--- src/rtl/slot_pkg.sv ---
// Shared types and helpers for the slot-machine reel sequencer.
// Latency: none (declarations only).
// Backpressure: none (declarations only).
package slot_pkg;

  typedef enum logic [1:0] {
    IDLE = 2'd0,
    SPIN = 2'd1,
    DONE = 2'd2
  } state_t;

  localparam logic [2:0] LED_IDLE = 3'b001;
  localparam logic [2:0] LED_SPIN = 3'b010;
  localparam logic [2:0] LED_DONE = 3'b100;

  // Frame count a reel must reach before it is allowed to stop.
  function automatic int frame_limit(input int min_frames, input int stagger, input int idx);
    return min_frames + idx * stagger;
  endfunction

endpackage

--- src/rtl/reel_stepper.sv ---
// One reel: clamped target latch, wrapping symbol counter, moving flag and stop decision.
// Latency: symbol/moving update on the clock edge that samples i_step.
// Backpressure: none; a step is consumed every time it is presented while moving.
module reel_stepper
  import slot_pkg::*;
#(
  parameter int SYM_BITS        = 3,
  parameter int NUM_SYMS        = 8,
  parameter int CNT_W           = 8,
  parameter int REEL_IDX        = 0,
  parameter int MIN_SPIN_FRAMES = 60,
  parameter int STAGGER_FRAMES  = 20
) (
  input  logic                clk,
  input  logic                reset,
  input  logic                i_load,
  input  logic                i_step,
  input  logic                i_slam,
  input  logic [CNT_W-1:0]    i_frame_cnt,
  input  logic [SYM_BITS-1:0] i_final,
  output logic [SYM_BITS-1:0] o_sym,
  output logic                o_moving
);

  localparam logic [SYM_BITS-1:0] SYM_LAST = SYM_BITS'(NUM_SYMS - 1);
  localparam logic [CNT_W-1:0]    LIMIT    =
    CNT_W'(frame_limit(MIN_SPIN_FRAMES, STAGGER_FRAMES, REEL_IDX));

  logic [SYM_BITS-1:0] r_sym;
  logic [SYM_BITS-1:0] r_target;
  logic                r_moving;

  logic [SYM_BITS-1:0] w_final_clamped;
  logic [SYM_BITS-1:0] w_sym_next;
  logic                w_eligible;

  // Out-of-range targets would never match the strip, so pin them to the last symbol.
  assign w_final_clamped = (i_final > SYM_LAST) ? SYM_LAST : i_final;
  assign w_sym_next      = (r_sym == SYM_LAST) ? '0 : r_sym + SYM_BITS'(1);
  assign w_eligible      = (i_frame_cnt >= LIMIT) || i_slam;

  // Latch target on launch; on each step either stop on the target or advance one symbol.
  always_ff @(posedge clk) begin
    if (reset) begin
      r_sym    <= '0;
      r_target <= '0;
      r_moving <= 1'b0;
    end else if (i_load) begin
      r_target <= w_final_clamped;
      r_moving <= 1'b1;
    end else if (i_step && r_moving) begin
      if (w_eligible && (r_sym == r_target)) begin
        r_moving <= 1'b0;
      end else begin
        r_sym <= w_sym_next;
      end
    end
  end

  assign o_sym    = r_sym;
  assign o_moving = r_moving;

endmodule

--- src/rtl/slot_reel_sequencer.sv ---
// Spins NUM_REELS reels one symbol per frame and stops them staggered (or slammed) on latched targets.
// Latency: start edge -> busy next edge; last reel stop -> one-cycle done on the following edge.
// Backpressure: none; start edges outside IDLE and slam outside SPIN are dropped, not queued.
module slot_reel_sequencer
  import slot_pkg::*;
#(
  parameter int NUM_REELS       = 3,
  parameter int SYM_BITS        = 3,
  parameter int NUM_SYMS        = 8,
  parameter int MIN_SPIN_FRAMES = 60,
  parameter int STAGGER_FRAMES  = 20
) (
  input  logic                          clk,
  input  logic                          reset,
  input  logic                          frame_tick,
  input  logic                          start_spin,
  input  logic                          slam_stop,
  input  logic [NUM_REELS*SYM_BITS-1:0] final_sym,
  output logic [NUM_REELS*SYM_BITS-1:0] reel_sym,
  output logic [NUM_REELS-1:0]          reel_moving,
  output logic                          busy,
  output logic                          done,
  output logic [2:0]                    state_led
);

  localparam int FRAME_MAX = frame_limit(MIN_SPIN_FRAMES, STAGGER_FRAMES, NUM_REELS - 1);
  localparam int CNT_W     = $clog2(FRAME_MAX) + 1;
  localparam logic [CNT_W-1:0] CNT_SAT = CNT_W'(FRAME_MAX);

  state_t             r_state;
  state_t             w_state_next;
  logic               r_start_d;
  logic               r_slam;
  logic [CNT_W-1:0]   r_frame_cnt;

  logic               w_start_rise;
  logic               w_load;
  logic               w_step;

  assign w_start_rise = start_spin & ~r_start_d;
  assign w_step       = (r_state == SPIN) && frame_tick;

  // Remember last start_spin level so only a fresh rising edge launches a spin.
  always_ff @(posedge clk) begin
    if (reset) begin
      r_start_d <= 1'b0;
    end else begin
      r_start_d <= start_spin;
    end
  end

  // State register.
  always_ff @(posedge clk) begin
    if (reset) begin
      r_state <= IDLE;
    end else begin
      r_state <= w_state_next;
    end
  end

  // Next-state logic: launch from IDLE, finish when every reel has stopped, DONE lasts one cycle.
  always_comb begin
    w_state_next = r_state;
    w_load       = 1'b0;
    case (r_state)
      IDLE: begin
        if (w_start_rise) begin
          w_load       = 1'b1;
          w_state_next = SPIN;
        end
      end
      SPIN: begin
        if (reel_moving == '0) begin
          w_state_next = DONE;
        end
      end
      DONE: begin
        w_state_next = IDLE;
      end
      default: begin
        w_state_next = IDLE;
      end
    endcase
  end

  // Frame counter: cleared at launch, counts ticks in SPIN, saturates at the last reel's limit.
  always_ff @(posedge clk) begin
    if (reset) begin
      r_frame_cnt <= '0;
    end else if (w_load) begin
      r_frame_cnt <= '0;
    end else if (w_step && (r_frame_cnt < CNT_SAT)) begin
      r_frame_cnt <= r_frame_cnt + CNT_W'(1);
    end
  end

  // Sticky slam flag; registered, so a slam on a tick only counts from the next tick.
  always_ff @(posedge clk) begin
    if (reset) begin
      r_slam <= 1'b0;
    end else if (w_load) begin
      r_slam <= 1'b0;
    end else if ((r_state == SPIN) && slam_stop) begin
      r_slam <= 1'b1;
    end
  end

  genvar gi;
  generate
    for (gi = 0; gi < NUM_REELS; gi++) begin : g_reel
      reel_stepper #(
        .SYM_BITS        (SYM_BITS),
        .NUM_SYMS        (NUM_SYMS),
        .CNT_W           (CNT_W),
        .REEL_IDX        (gi),
        .MIN_SPIN_FRAMES (MIN_SPIN_FRAMES),
        .STAGGER_FRAMES  (STAGGER_FRAMES)
      ) u_reel (
        .clk         (clk),
        .reset       (reset),
        .i_load      (w_load),
        .i_step      (w_step),
        .i_slam      (r_slam),
        .i_frame_cnt (r_frame_cnt),
        .i_final     (final_sym[gi*SYM_BITS +: SYM_BITS]),
        .o_sym       (reel_sym[gi*SYM_BITS +: SYM_BITS]),
        .o_moving    (reel_moving[gi])
      );
    end
  endgenerate

  assign busy = (r_state == SPIN);
  assign done = (r_state == DONE);

  // Status LEDs decoded purely from the state register.
  always_comb begin
    state_led = LED_IDLE;
    case (r_state)
      IDLE:    state_led = LED_IDLE;
      SPIN:    state_led = LED_SPIN;
      DONE:    state_led = LED_DONE;
      default: state_led = LED_IDLE;
    endcase
  end

endmodule

--- config.mk ---
export PLATFORM = sky130hd
export DESIGN_NAME = slot_reel_sequencer
export DESIGN_NICKNAME = d
export VERILOG_FILES = /design/src/rtl/slot_pkg.sv /design/src/rtl/reel_stepper.sv /design/src/rtl/slot_reel_sequencer.sv
export SDC_FILE = /design/constraint.sdc
export NUM_CORES = 1
export LEC_CHECK = 0
export ABC_AREA = 1
export BUFFER_PORTS_ARGS = -buffer_cell sky130_fd_sc_hd__buf_2
export CORE_MARGIN = 2
export CORE_UTILIZATION = 55
export CTS_BUF_LIST = sky130_fd_sc_hd__clkbuf_4 sky130_fd_sc_hd__clkbuf_8 sky130_fd_sc_hd__clkbuf_16
export DETAILED_ROUTE_END_ITERATION = 12
export GPL_TIMING_DRIVEN = 0
export PLACE_DENSITY = 0.77
export SLEW_MARGIN = 20
export SYNTH_ARGS = -nofsm -noshare
export SYNTH_HDL_FRONTEND = slang
export SYNTH_SLANG_ARGS = --single-unit
--- constraint.sdc ---
create_clock -name clk -period 3.2 [get_ports clk]
set_input_delay 0.16 -clock clk [delete_from_list [all_inputs] [get_ports clk]]
set_output_delay 0.16 -clock clk [all_outputs]
set_load 0.005 [all_outputs]
==> results of run 1 <==
[synth_stat cells, drive strengths merged]
cell type,n
a21boi,1
a21oi,28
buf,8
dfxtp,33
ha,12
inv,31
nand2,71
nand3,11
nand3b,3
nor2,29
o21a,2
o21ai,10
o31ai,1
or2,1
xnor2,2
xor2,4
[worst register-to-register path, delay by kind of cell (launching register included)]
kind	cells	cell delay, ns
buffers and inverters	2	0.22
AOI/OAI and AO/OA	1	0.05
and+or+nand+nor	5	0.58
DFF	1	0.34
adders and majority gates	1	0.24
[state kept, by name (all words and copies together) (netlist names)]
name,count
g_reel.u_reel.o_moving,3
g_reel.u_reel.o_sym,9
g_reel.u_reel.r_target,9
r_frame_cnt,8
r_slam,1
r_start_d,1
r_state,2
[layout make-up]
type	count	area, um^2	share of cell area (%)
Buffer	8	51.30	2.473
Inverter	31	116.4	5.609
Clock buffer	7	58.81	2.835
Sequential cell	33	660.6	31.85
Tap cell	44	55.05	2.654
Timing Repair Buffer	31	160.2	7.720
Multi-Input combinational cell	175	972.2	46.86
[where the power goes]
group / total, mW / internal (mW) / switching (mW)
logic: 0.135 / 0.0562 / 0.0790
clock network: 0.250 / 0.112 / 0.138
registers: 0.446 / 0.431 / 0.0157
total: 0.831 / 0.599 / 0.232
[worst max-delay path by stage]
stage | from | end | slack [ns] | cells past startpoint
after detailed placement | r_state[1]$_SDFFE_PP0P_ | g_reel[0].u_reel.o_sym[1]$_SDFFE_PP0P_ | 1.67 | 9
after global placement | r_state[1]$_SDFFE_PP0P_ | g_reel[0].u_reel.o_sym[1]$_SDFFE_PP0P_ | 1.68 | 9
after global routing | r_state[0]$_SDFFE_PP0P_ | g_reel[0].u_reel.o_sym[1]$_SDFFE_PP0P_ | 1.49 | 8
after CTS | r_state[1]$_SDFFE_PP0P_ | g_reel[0].u_reel.o_sym[1]$_SDFFE_PP0P_ | 1.64 | 9
after floorplan | r_state[1]$_SDFFE_PP0P_ | g_reel[0].u_reel.o_sym[0]$_SDFFE_PP0P_ | 1.86 | 9
final | r_state[1]$_SDFFE_PP0P_ | g_reel[0].u_reel.o_sym[1]$_SDFFE_PP0P_ | 1.64 | 9
[metal layers]
layer / vias to the layer above / part of all wire (%)
met5: - / 0
met4: 0 / 2.8
met3: 11 / 3.8
met2: 27 / 44
met1: 680 / 50
li1: 854 / -
[cells in the final DEF (no fill, tap or decap), drive strengths merged]
cell type    instances
dfxtp               33
clkbuf               7
xor2                 4
buf                 38
nand3b               3
a21boi               1
a21oi               28
o21ai               10
xnor2                2
dlygate4sd3          1
inv                 31
o21a                 2
nor2                29
o31ai                1
ha                  12
nand2               71
or2                  1
nand3               11
[cell families after synthesis]
logic type | Yosys count
AO/OA/AOI/OAI | 42
XOR/XNOR | 6
adder cells (fa/ha/maj) | 12
buffers and inverters | 39
flip-flops | 33
AND/OR/NAND/NOR | 115
[stage by stage]
step | setup slack [ns] | utilization (%) | total power, mW
after global routing | 1.493 | 67.40 | 0.8877
final | 1.639 | 67.40 | 0.8313
after detailed placement | 1.671 | 65.16 | 0.5904
after global placement | 1.682 | 65.16 | 0.5888
after floorplan | 1.856 | - | 0.5490
after CTS | 1.638 | 67.40 | 0.8433
==> results.txt, run 1 <==
Synth-to-Final Area Change: 15.22%
Num Clock Sinks: 33
Hold Path Sink: r_start_d$_SDFF_PP0_
Final TNS setup: 0 ns
Tmin final: 1.561 ns
# diodes: 0
hold path start: start_spin
number of max-cap violations: 0
fin crit share: 48.77%
CP peak stage delay: 0.34 ns
WP buf/inv: 2
crit path max fanout: 4
port bufs: 30
Cell variety after synth: 26
slowest CP cell: dfxtp_1
Synth Area in XOR/XNOR: 2.919%
total routed wirelength: 3406 um
CP required: 3.41 ns
GRT Overall Usage: 20.98%
Clock Skews: 0.007799 ns
post-synthesis net count: 273
H-Tree Depth: 2
Peak Freq: 640.8 MHz
fraction of layout cells with a size suffix above 1: 23.16%
WHS Path Cells: 3
top cells by area, synth: dfxtp_1 37%, nand2_1 13%, ha_1 8.3%
PostCTS Resize Cnt: 0
largest net degree at the start of global routing: 11
max-slew violations: 0
Worst Setup Start Kind: flip-flop
placer congestion estimate: 0.7987
total placed instance area: 2006 um^2
mapped cell area: 1800 um^2
Routed Antenna Nets: 0
non-filler cells, final: 329
R2R Path Start: r_state[1]$_SDFFE_PP0P_
critical path type: reg2reg
sequential area share after synthesis: 36.69%
Core Box Area: 3078 um^2
Synth Area in Compound Gates: 13.48%
static leakage: 0.9916 nW
routed vias/inst: 4.778
dominant cell type by area after synthesis: dfxtp_1
busiest layer in global routing: met2
mux contribution to synthesized area: 0%
Ys Warns: 0
Adder-Cell Fraction of Synth Area: 8.339%
cts hold-fix bufs: 1
met2 Resource Use GR: 31.31%
post-synth top area share: 36.69%
vias in the first global route: 1351
worst reg-to-reg setup slack: 1.64 ns
Iter 0 DRT Violations: 79
dpl cells: 321
Final setup viols: 0
CTS Buf Count: 5
Syn Area/Cell: 7.289 um^2
initial antenna violation count: 0
cells after synthesis: 247
R2R Path End: g_reel[0].u_reel.o_sym[1]$_SDFFE_PP0P_
worst-case vdd ir drop: 0.3053 mV
Synth Area in Simple Gates: 29.26%
first-pass GRT wire length: 5678 um
Top-Level Pins: 31
grt total ovfl: 0
CP cell instances: inv_1 > ha_1 > nand2_1 > inv_1 > nand2_2 > nor2_4 > nand2_2 > nand2_1 > a21oi_2
Arrival @ worst endpoint: 1.77 ns
DRT Pass-1 Iters: 4
fin nets: 311
Final Hold Fails: 0
Hold Slack: 0.03536 ns
CTS tree: done
crit end category: flip-flop
postcts setup bufs: 0
Worst path top cell family by delay: simple AND/OR/NAND/NOR gates
Global Route met3 Usage: 6.513%
routing usage on met1: 27.50%
DR WL/cell: 10.35 um
Clock Latency Late Sink: 0.34 ns
HP Class: in2reg
initial core utilization: 58.50%
die span in y: 61.22 um
hpwl dp: 2529 um
Filler cells: 279
RSZ-0062 raised after global routing: false
Slew @ Worst Pin: 0.5463 ns
Vias: 1572
die width: 61.22 um
DRC violations left: 0
outcome: finished, final reports clean
max_slew headroom: 63.58%
Root Buffer: clkbuf_4
Clock Pin Slew Worst Setup and Hold Paths: 0.10 ns
clk buf depth: 2
power density cells: 400.7 nW/um^2
die area: 3747 um^2
design area: 2074 um^2
main combinational cell family by area after synthesis: simple AND/OR/NAND/NOR gates
Worst R2R Path Depth: 9
Synth Register Bits: 33
Rows: 20
Note: power is estimated with default switching activity, not from simulation.
==> inputs of run 2 (changes only) <==
CORE_UTILIZATION = 50   (was 55)
PLACE_DENSITY = 0.74   (was 0.77)
clock period = 1.3 ns   (was 3.2 ns; I/O delays follow)
==> run 2 against run 1 <==
Against the previous run: the flow now finishes with violations (negative setup slack); count of clock-buffer cells in the layout is the same; non-clock buffer count up 17; wire length rose by 13%; sequential share of layout area fell by 3.5 points; combinational power grew to 3.4 times the previous value; worst hold slack lost 0.021 ns; via count increased by 8.3%; global-route usage fell by 0.44 points; final area is 15% higher; critical path depth did not move; total power increased to 2.7 times the previous value; critical endpoint is now g_reel[1].u_reel.o_sym[2]$_SDFFE_PP0P_.
==> results.txt, run 2 (synthesis results as in run 1) <==
outcome: finished, violations left (was finished, final reports clean)
failing checks: negative setup slack
Rows: 21 (was 20)
number of max-cap violations: 0 (unchanged)
die span in y: 64.01 um (was 61.22 um)
placer congestion estimate: 0.8004 (was 0.7987)
CTS Buf Count: 5 (unchanged)
Final setup viols: 1 (was 0)
fraction of layout cells with a size suffix above 1: 34.87% (was 23.16%)
Top-Level Pins: 31 (unchanged)
grt total ovfl: 0 (unchanged)
Arrival @ worst endpoint: 1.56 ns (was 1.77 ns)
Worst R2R Path Depth: 9 (unchanged)
Vias: 1702 (was 1572)
vias in the first global route: 1572 (was 1351)
DRT Pass-1 Iters: 4 (unchanged)
Worst Setup Start Kind: flip-flop (unchanged)
DRC violations left: 0 (unchanged)
Final Hold Fails: 0 (unchanged)
static leakage: 1.084 nW (was 0.9916 nW)
post-route setup slack: -0.02333 ns (was 1.639 ns)
most frequent cells in the layout: 55 x nand2_1, 32 x buf_2, 25 x nor2_1, 25 x dfxtp_1, 24 x a21oi_1 (was 60 x nand2_1, 33 x dfxtp_1, 32 x buf_2, 29 x inv_1, 26 x nor2_1)
DR WL/cell: 11.02 um (was 10.35 um)
hpwl dp: 2678 um (was 2529 um)
Iter 0 DRT Violations: 36 (was 79)
Hold Slack: 0.01442 ns (was 0.03536 ns)
Clock Pin Slew Worst Setup and Hold Paths: 0.10 ns (about the same)
Num Clock Sinks: 33 (unchanged)
hold path start: final_sym[7] (was start_spin)
Hold Path Sink: g_reel[2].u_reel.r_target[1]$_SDFFE_PP0P_ (was r_start_d$_SDFF_PP0_)
Peak Freq: 755.7 MHz (was 640.8 MHz)
fin crit share: 101.8% (was 48.77%)
initial core utilization: 53.12% (was 58.50%)
die area: 4097 um^2 (was 3747 um^2)
die width: 64.01 um (was 61.22 um)
worst reg-to-reg setup slack: -0.02 ns (was 1.64 ns)
WHS Path Cells: 3 (unchanged)
Routed Antenna Nets: 0 (unchanged)
Slew @ Worst Pin: 0.5704 ns (was 0.5463 ns)
worst slack at placement: -0.1910 ns (was 1.671 ns)
RSZ-0062 raised after global routing: true (was false)
R2R Path Start: r_state[1]$_SDFFE_PP0P_ (unchanged)
R2R Path End: g_reel[1].u_reel.o_sym[2]$_SDFFE_PP0P_ (was g_reel[0].u_reel.o_sym[1]$_SDFFE_PP0P_)
Core Box Area: 3390 um^2 (was 3078 um^2)
H-Tree Depth: 2 (unchanged)
fin nets: 329 (was 311)
commonest non-fill, non-tap cell in the layout: nand2_1 (unchanged)
Tmin final: 1.323 ns (was 1.561 ns)
worst-case vdd ir drop: 0.7378 mV (was 0.3053 mV)
# diodes: 0 (unchanged)
Filler cells: 273 (was 279)
GRT Overall Usage: 20.54% (was 20.98%)
Clock Skews: 0.005278 ns (was 0.007799 ns)
max-slew violations: 0 (unchanged)
crit end category: flip-flop (unchanged)
CTS tree: done (unchanged)
Clock Latency Late Sink: 0.33 ns (was 0.34 ns)
routed vias/inst: 4.863 (was 4.778)
Synth-to-Final Area Change: 32.45% (was 15.22%)
largest net degree at the start of global routing: 11 (unchanged)
initial antenna violation count: 0 (unchanged)
total routed wirelength: 3857 um (was 3406 um)
crit path max fanout: 6 (was 4)
port bufs: 30 (unchanged)
power density cells: 930.8 nW/um^2 (was 400.7 nW/um^2)
Root Buffer: clkbuf_4 (unchanged)
critical path type: reg2reg (unchanged)
clk buf depth: 2 (unchanged)
first-pass GRT wire length: 6603 um (was 5678 um)
max_slew headroom: 61.97% (was 63.58%)
HP Class: in2reg (unchanged)
CP required: 1.54 ns (was 3.41 ns)
-- run 2: cell count changes in the layout (fill, tap and decap cells not counted), sizes merged --
cell and change:
buf +9, dlygate4sd3 +8, clkinv +1, clkinvlp +1
inv -1, nand2 +1
-- run 2: cell type report --
type	count	area, um^2	share of cell area [%]
Clock inverter	1	5.005	0.2099
Buffer	8	51.30	2.151
Timing Repair Buffer	48	315.3	13.22
Clock buffer	7	65.06	2.728
Inverter	31	130.1	5.456
Tap cell	46	57.56	2.413
Sequential cell	33	675.6	28.33
Multi-Input combinational cell	176	1085	45.49
-- run 2: metrics by stage --
| stage | instances | power, mW | instance area, um^2 | TNS [ns] | utilization, % |
|---|---|---|---|---|---|
| floorplan | 247 | 1.357 | 1814 | 0 | - |
| global placement | 323 | 1.456 | 2022 | -2.217 | 59.65 |
| detailed placement | 323 | 1.464 | 2022 | -2.693 | 59.65 |
| CTS | 348 | 2.218 | 2295 | 0 | 67.70 |
| global route | 350 | 2.353 | 2385 | -0.5989 | 70.36 |
| finish | 350 | 2.220 | 2385 | -0.02333 | 70.36 |
-- run 2: power breakdown --
part	switching, mW	internal, mW	total [mW]
Clock	0.345	0.313	0.659
Combinational	0.244	0.212	0.456
Sequential	0.0450	1.06	1.10
Total	0.635	1.59	2.22
-- run 2: how the worst max path moves through the flow --
stage / start / cells past startpoint / end
2_1_floorplan: r_state[1]$_SDFFE_PP0P_ / 9 / g_reel[0].u_reel.o_sym[0]$_SDFFE_PP0P_
3_5_place_dp: r_state[1]$_SDFFE_PP0P_ / 8 / g_reel[0].u_reel.o_sym[0]$_SDFFE_PP0P_
4_1_cts: r_state[1]$_SDFFE_PP0P_ / 4 / state_led[2]
6_report: r_state[1]$_SDFFE_PP0P_ / 9 / g_reel[1].u_reel.o_sym[2]$_SDFFE_PP0P_
5_1_grt: r_state[1]$_SDFFE_PP0P_ / 9 / g_reel[1].u_reel.o_sym[2]$_SDFFE_PP0P_
3_3_place_gp: r_state[0]$_SDFFE_PP0P_ / 8 / g_reel[0].u_reel.o_sym[0]$_SDFFE_PP0P_
-- run 2: what timing repair did --
| action | CTS | global route |
|---|---|---|
| hold buffers | 9 | 0 |
| cloned | 1 | 0 |
| gates resized for setup | 16 | 27 |
| setup buffers | 7 | 3 |
| pin swaps | 6 | 11 |
| hold endpoints to repair | 9 | 0 |
| endpoints found under the setup margin | 31 | 23 |
-- run 2: critical path, cell delays in order, from the launching register on --
cell,delay (ns)
dfxtp_2,0.35
inv_4,0.08
ha_4,0.16
nand2_4,0.07
inv_6,0.08
nand2_8,0.06
nor2_4,0.20
nand3b_1,0.12
nand2_1,0.07
nor2_1,0.04
-- run 2: routing by layer --
layer,share of wire [%],vias to the layer above,global-route usage [%]
met5,0,-,0
met4,2.3,0,9.239
met3,3.7,9,5.282
met2,49,31,34.11
met1,45,774,24.83
li1,-,888,-
